### config.mk
export PLATFORM = sky130hd
export DESIGN_NAME = keys_debounce
export DESIGN_NICKNAME = d
export VERILOG_FILES = /design/src/rtl/keys_pkg.sv /design/src/rtl/key_debounce_ch.sv /design/src/rtl/keys_debounce.sv
export SDC_FILE = /design/constraint.sdc
export NUM_CORES = 1
export LEC_CHECK = 0
export ABC_AREA = 1
export CAP_MARGIN = 20
export CORE_MARGIN = 10
export CORE_UTILIZATION = 55
export DETAILED_ROUTE_END_ITERATION = 6
export GPL_TIMING_DRIVEN = 0
export PLACE_DENSITY_LB_ADDON = 0.1
export SETUP_SLACK_MARGIN = 0.1
export SLEW_MARGIN = 40
export SYNTH_ARGS = -nofsm -noshare
export SYNTH_HDL_FRONTEND = slang
export SYNTH_HIERARCHICAL = 1
export SYNTH_SLANG_ARGS = --single-unit
### constraint.sdc
create_clock -name clk -period 1.3 [get_ports clk]
set_input_delay 0.195 -clock clk [delete_from_list [all_inputs] [get_ports clk]]
set_output_delay 0.195 -clock clk [all_outputs]
set_load 0.1 [all_outputs]
### src/rtl/keys_pkg.sv
// Shared constants and helpers for the three-key debouncer.
// Imported by the per-key channel and the top level.
package keys_pkg;

   localparam int NUM_KEYS                = 3;
   localparam int DEFAULT_CLK_FREQ_HZ     = 80_000_000;
   localparam int DEFAULT_DEBOUNCE_CYCLES = 1_600_000;

   // Level a key reads when it is not being pressed.
   function automatic logic released_level(input bit key_active_low);
      return key_active_low ? 1'b1 : 1'b0;
   endfunction

endpackage : keys_pkg

### src/rtl/key_debounce_ch.sv
// One debounce channel: 2-flop synchronizer, stability counter, debounced
// level and a one-cycle pulse on each accepted released->pressed change.
module key_debounce_ch
   import keys_pkg::*;
#(
   parameter int DEBOUNCE_CYCLES = DEFAULT_DEBOUNCE_CYCLES,
   parameter bit KEY_ACTIVE_LOW  = 1'b1
) (
   input  logic clk,
   input  logic rst,
   input  logic key,
   output logic press
);

   localparam int             CNT_W    = $clog2(DEBOUNCE_CYCLES);
   localparam logic           RELEASED = released_level(KEY_ACTIVE_LOW);
   localparam logic [CNT_W-1:0] TERM   = CNT_W'(DEBOUNCE_CYCLES - 1);

   logic             s1;
   logic             s2;
   logic             stable;
   logic [CNT_W-1:0] cnt;
   logic             accept;

   // s2 has disagreed with stable for DEBOUNCE_CYCLES samples in a row.
   assign accept = (s2 != stable) && (cnt == TERM);

   // NOTE: non-blocking assignments make s1->s2 a true two-stage shift;
   // blocking ones would collapse the chain into a single flop.
   always_ff @(posedge clk or posedge rst) begin
      if (rst) begin
         s1     <= RELEASED;
         s2     <= RELEASED;
         stable <= RELEASED;
         cnt    <= '0;
         press  <= 1'b0;
      end else begin
         s1    <= key;
         s2    <= s1;
         press <= accept && (s2 != RELEASED);
         if (s2 == stable) begin
            cnt <= '0;
         end else if (accept) begin
            stable <= s2;
            cnt    <= '0;
         end else begin
            cnt <= cnt + CNT_W'(1);
         end
      end
   end

endmodule : key_debounce_ch

### src/rtl/keys_debounce.sv
// Debounces three raw pushbuttons and emits a one-clock press pulse per key.
// Each key runs through an independent, identical key_debounce_ch.
module keys_debounce
   import keys_pkg::*;
#(
   parameter int CLK_FREQ_HZ     = DEFAULT_CLK_FREQ_HZ,
   parameter int DEBOUNCE_CYCLES = CLK_FREQ_HZ / 50,
   parameter bit KEY_ACTIVE_LOW  = 1'b1
) (
   input  logic clk,
   input  logic rst,
   input  logic key0,
   input  logic key1,
   input  logic key2,
   output logic k0,
   output logic k1,
   output logic k2
);

   logic [NUM_KEYS-1:0] key_vec;
   logic [NUM_KEYS-1:0] press_vec;

   assign key_vec      = {key2, key1, key0};
   assign {k2, k1, k0} = press_vec;

   for (genvar i = 0; i < NUM_KEYS; i++) begin : g_ch
      key_debounce_ch #(
         .DEBOUNCE_CYCLES (DEBOUNCE_CYCLES),
         .KEY_ACTIVE_LOW  (KEY_ACTIVE_LOW)
      ) u_ch (
         .clk   (clk),
         .rst   (rst),
         .key   (key_vec[i]),
         .press (press_vec[i])
      );
   end

endmodule : keys_debounce

==> results list, run 1 <==
- Initial DRC count: 99
- Entering global routing, the biggest net connects 26 pins.
- EDFF count, synth: 0
- Final hold violations: 0
- Yosys top cell by area: sky130_fd_sc_hd__dfrtp_1
- Timing would allow up to 721 MHz.
- Cells with a size suffix above 1 make up 40.4% of the layout.
* Cell with the biggest individual delay on the critical path: sky130_fd_sc_hd__dfrtp_1
- Failing checks: setup timing
- Sum of internal, switching and leakage power: 4670 uW
- Worst hold-check path type: input pin to flip-flop
* Most common cell after layout, fill and taps aside: sky130_fd_sc_hd__nand2_1
- Antenna violations before repair: 0
- In the final routing, the length of wire on met1 measures 4370 um.
* Post-Synthesis Cells: 552
* Required arrival time at the worst endpoint: 1.53 ns
* Met3 WL post-DR: 379 um
- Post-layout nets: 629
* Starting density of the core: 55.7%
* Maximum root-to-sink buffer count: 2
- Wire length on met2: 5070 um
* Maximum fanout encountered on the critical timing path: 7
* CTS buffer count: 9
- The synthesized netlist occupies a cell area of 4260 um2.
* Share of the core filled with cells in the final layout: 73.5%
- The number of antenna diodes in the final layout is 0.
- Most frequent cells in the layout: 115 x sky130_fd_sc_hd__nand2_1, 79 x sky130_fd_sc_hd__nor2_1, 50 x sky130_fd_sc_hd__dfrtp_1
- The number of nets in the synthesized netlist is 560.
- Using the TritonRoute via totals, the vias-per-cell ratio works out to 5.10.
* Depth of the CTS H-tree: 3
- Worst hold slack after final layout: 0.255 ns
* Final worst path period share: 107%
* Number of pins exceeding their max-slew limit in the final report: 0
- Most instantiated flip-flop cell in the synthesis netlist: sky130_fd_sc_hd__dfrtp_1
* P per Cell Area: 832 nW/um2
* Number of DRC violations after detailed routing: 0
* Number of detailed-route iterations in the first pass: 4
- Weighted congestion at the end of routability-driven global placement: 0.912
* Cell at the root of the clock tree: sky130_fd_sc_hd__clkbuf_8
- Measured along the y axis, the die boundary spans 108 um.
* Top Layer Used: met4
- The clock reaches the later pin of the worst-skew pair after 0.35 ns.
* Peak supply drop: 650 uV
- Clock tree from TritonCTS: yes
- Clock Skews: 0.0119 ns
- Number of cell rows: 32
- Average footprint of a synthesized cell: 7.72 um2
- Leak pwr: 0.00236 uW
* Number of max-cap violations: 0
- Yosys reg bits: 75
- Data on the critical path arrives at its endpoint at 1.61 ns.
* Part of the Yosys area used for sequential elements: 44.3%
- Final worst slack: -0.0867 ns
* Number of global-route vias before repair: 3582
- Die Outline Area: 11700 um2
- The worst setup path is captured at a flip-flop.
- The flow ran to the end, but the final reports show violations.
- After clock tree synthesis, the clock-pin slew on the worst setup and hold paths is 0.08 ns.
- Adding up every negative setup slack in the final design gives -1.52 ns.
- Number of routed nets with antenna violations: 0
* FFs w/ async S/R, synth: 100%
- Number of clock sinks: 75
* RSZ-0062 raised after global routing: yes
* Ranking of synthesized cells by area: sky130_fd_sc_hd__dfrtp_1 39%, sky130_fd_sc_hd__nand2_1 12%, sky130_fd_sc_hd__nor2_1 10%
- The critical path goes through nand2_1 > nor2_4 > nand2_4 > nor2_4 > nand2_4 > nand2_8 > nor2_2.
- After detailed routing, the average wire length per cell comes to 13.7 um.
- Startpoint type of the worst setup path: flip-flop
- Overflow after GRT: 0
- At the pin with the least slew margin, the transition time is 0.540 ns.
* Fin crit period: 1.39 ns
- Aggregate global-route resource usage: 16.9%
* Buffers on Ports: 7
- Number of unique standard cell types used by synthesis: 23
- Drt total wl: 9990 um
- The first global-routing pass estimated 16300 um of wire.
- For this run, the slowest stage of the critical path takes 0.41 ns.
- Ports placed on the boundary: 8
* Worst setup timing slack at the placement stage: -0.135 ns
- Detailed placement ended at an HPWL of 6140 um.
* Worst setup path category: flip-flop to flip-flop
- During synthesis, Yosys emitted a total of 6 warnings.
- In this run the standard cell core region covers 7650 um2.
- Fraction of synthesized cell area taken by the top area cell type: 38.8%
- Compared with the post-synthesis result, the final layout area differs by 31.9%.
* Die extent in x: 108 um
- The detailed router placed 3711 vias in this run.
* Number of endpoints failing setup at the final stage: 39
- In this run the tightest slew margin relative to its limit is 64.0%.
[Yosys cell counts, types with 6 or more instances]
cell	instances
sky130_fd_sc_hd__xnor2_1	12
sky130_fd_sc_hd__dfrtp_1	66
sky130_fd_sc_hd__nand3_1	33
sky130_fd_sc_hd__o21bai_1	9
sky130_fd_sc_hd__a21oi_1	6
sky130_fd_sc_hd__dfstp_2	9
sky130_fd_sc_hd__nor2_4	15
sky130_fd_sc_hd__nand2_1	132
sky130_fd_sc_hd__nand2_2	12
sky130_fd_sc_hd__inv_2	9
sky130_fd_sc_hd__o21ai_1	6
sky130_fd_sc_hd__nand4_1	12
sky130_fd_sc_hd__nor2_1	117
sky130_fd_sc_hd__nor2_2	18
sky130_fd_sc_hd__nor3_1	6
sky130_fd_sc_hd__inv_1	48
sky130_fd_sc_hd__xor2_1	18
sky130_fd_sc_hd__nand2_4	9
[critical path, delay by kind of cell (launching register included)]
family	cells	cell delay (ns)
DFF	1	0.41
and+or+nand+nor	7	0.85
[kinds of logic after synthesis]
family	Yosys count	share of synthesized area (%)
flops	75	44.3
simple gates	360	40.0
compound gates	24	3.35
xor+xnor	30	6.17
fa+ha+maj	3	0.881
buf+inv	60	5.29
[timing repair]
| action | 4_1_cts | 5_1_grt |
|---|---|---|
| pin swaps | 48 | 45 |
| resized for setup | 60 | 85 |
| gates cloned | 0 | 2 |
| endpoints found under the setup margin | 72 | 69 |
| setup buffers | 36 | 15 |
| hold buffers | 0 | 0 |
[routing by layer]
metal  GRT usage [%]  up-vias
met1            21.8     1759
met3            2.38       15
met4            6.87        0
li1                -     1860
met5               0        -
met2            27.8       77
[worst paths after layout]
path | start | endpoint | slack [ns] | depth (start not counted)
hold reg to reg | g_ch[2].u_ch/s1 | g_ch[2].u_ch/s2 | 0.36 | 0
setup / recovery | g_ch[0].u_ch/cnt[3] | g_ch[0].u_ch/cnt[3] | -0.09 | 7
max in group asynchronous | rst | g_ch[0].u_ch/cnt[0] | 0.56 | 2
hold / removal | key0 | g_ch[0].u_ch/s1 | 0.25 | 1
setup reg to reg | g_ch[0].u_ch/cnt[3] | g_ch[0].u_ch/cnt[3] | -0.09 | 7
min in group asynchronous | rst | g_ch[1].u_ch/cnt[17] | 0.34 | 2
[final cells by class]
cell class              count  area (um2)
flip-flops and latches     75        1910
repair buffers             56         484
multi-input cells         417        2620
well taps                 102         128
clock buffers              11         131
inverters                  60         249
clock inverters             5        78.8
repair inverters            2        22.5
fillers                   563        2030
[metrics by stage]
step,cell area [um2],instances
after CTS,5210,713
after global routing,5620,728
after detailed placement,4500,661
after global placement,4510,661
after floorplan,4320,552
final,5620,728
[flip-flops by register name, summed over array words and instances, names as in the netlist]
signal,flops
g_ch.u_ch/cnt,63
g_ch.u_ch/s2,3
g_ch.u_ch/press,3
g_ch.u_ch/s1,3
g_ch.u_ch/stable,3
[power breakdown]
| part | total (uW) | internal (uW) | leakage (uW) | switching (uW) |
|---|---|---|---|---|
| Sequential | 2400 | 2370 | 0.000983 | 30.7 |
| Combinational | 328 | 134 | 0.00127 | 194 |
| Clock | 1940 | 1080 | 0.000107 | 863 |
| Total | 4670 | 3590 | 0.00236 | 1090 |
Power figures use the tool's default switching activity.
==> run 2: changes to the inputs <==
--- a/config.mk
+++ b/config.mk
@@ -9,6 +9,7 @@
 export CAP_MARGIN = 20
 export CORE_MARGIN = 10
 export CORE_UTILIZATION = 55
+export CTS_CLUSTER_SIZE = 8
 export DETAILED_ROUTE_END_ITERATION = 6
 export GPL_TIMING_DRIVEN = 0
 export PLACE_DENSITY_LB_ADDON = 0.1
==> results of run 2 <==
Final layout, timing and power as in run 1 (identical DEF).
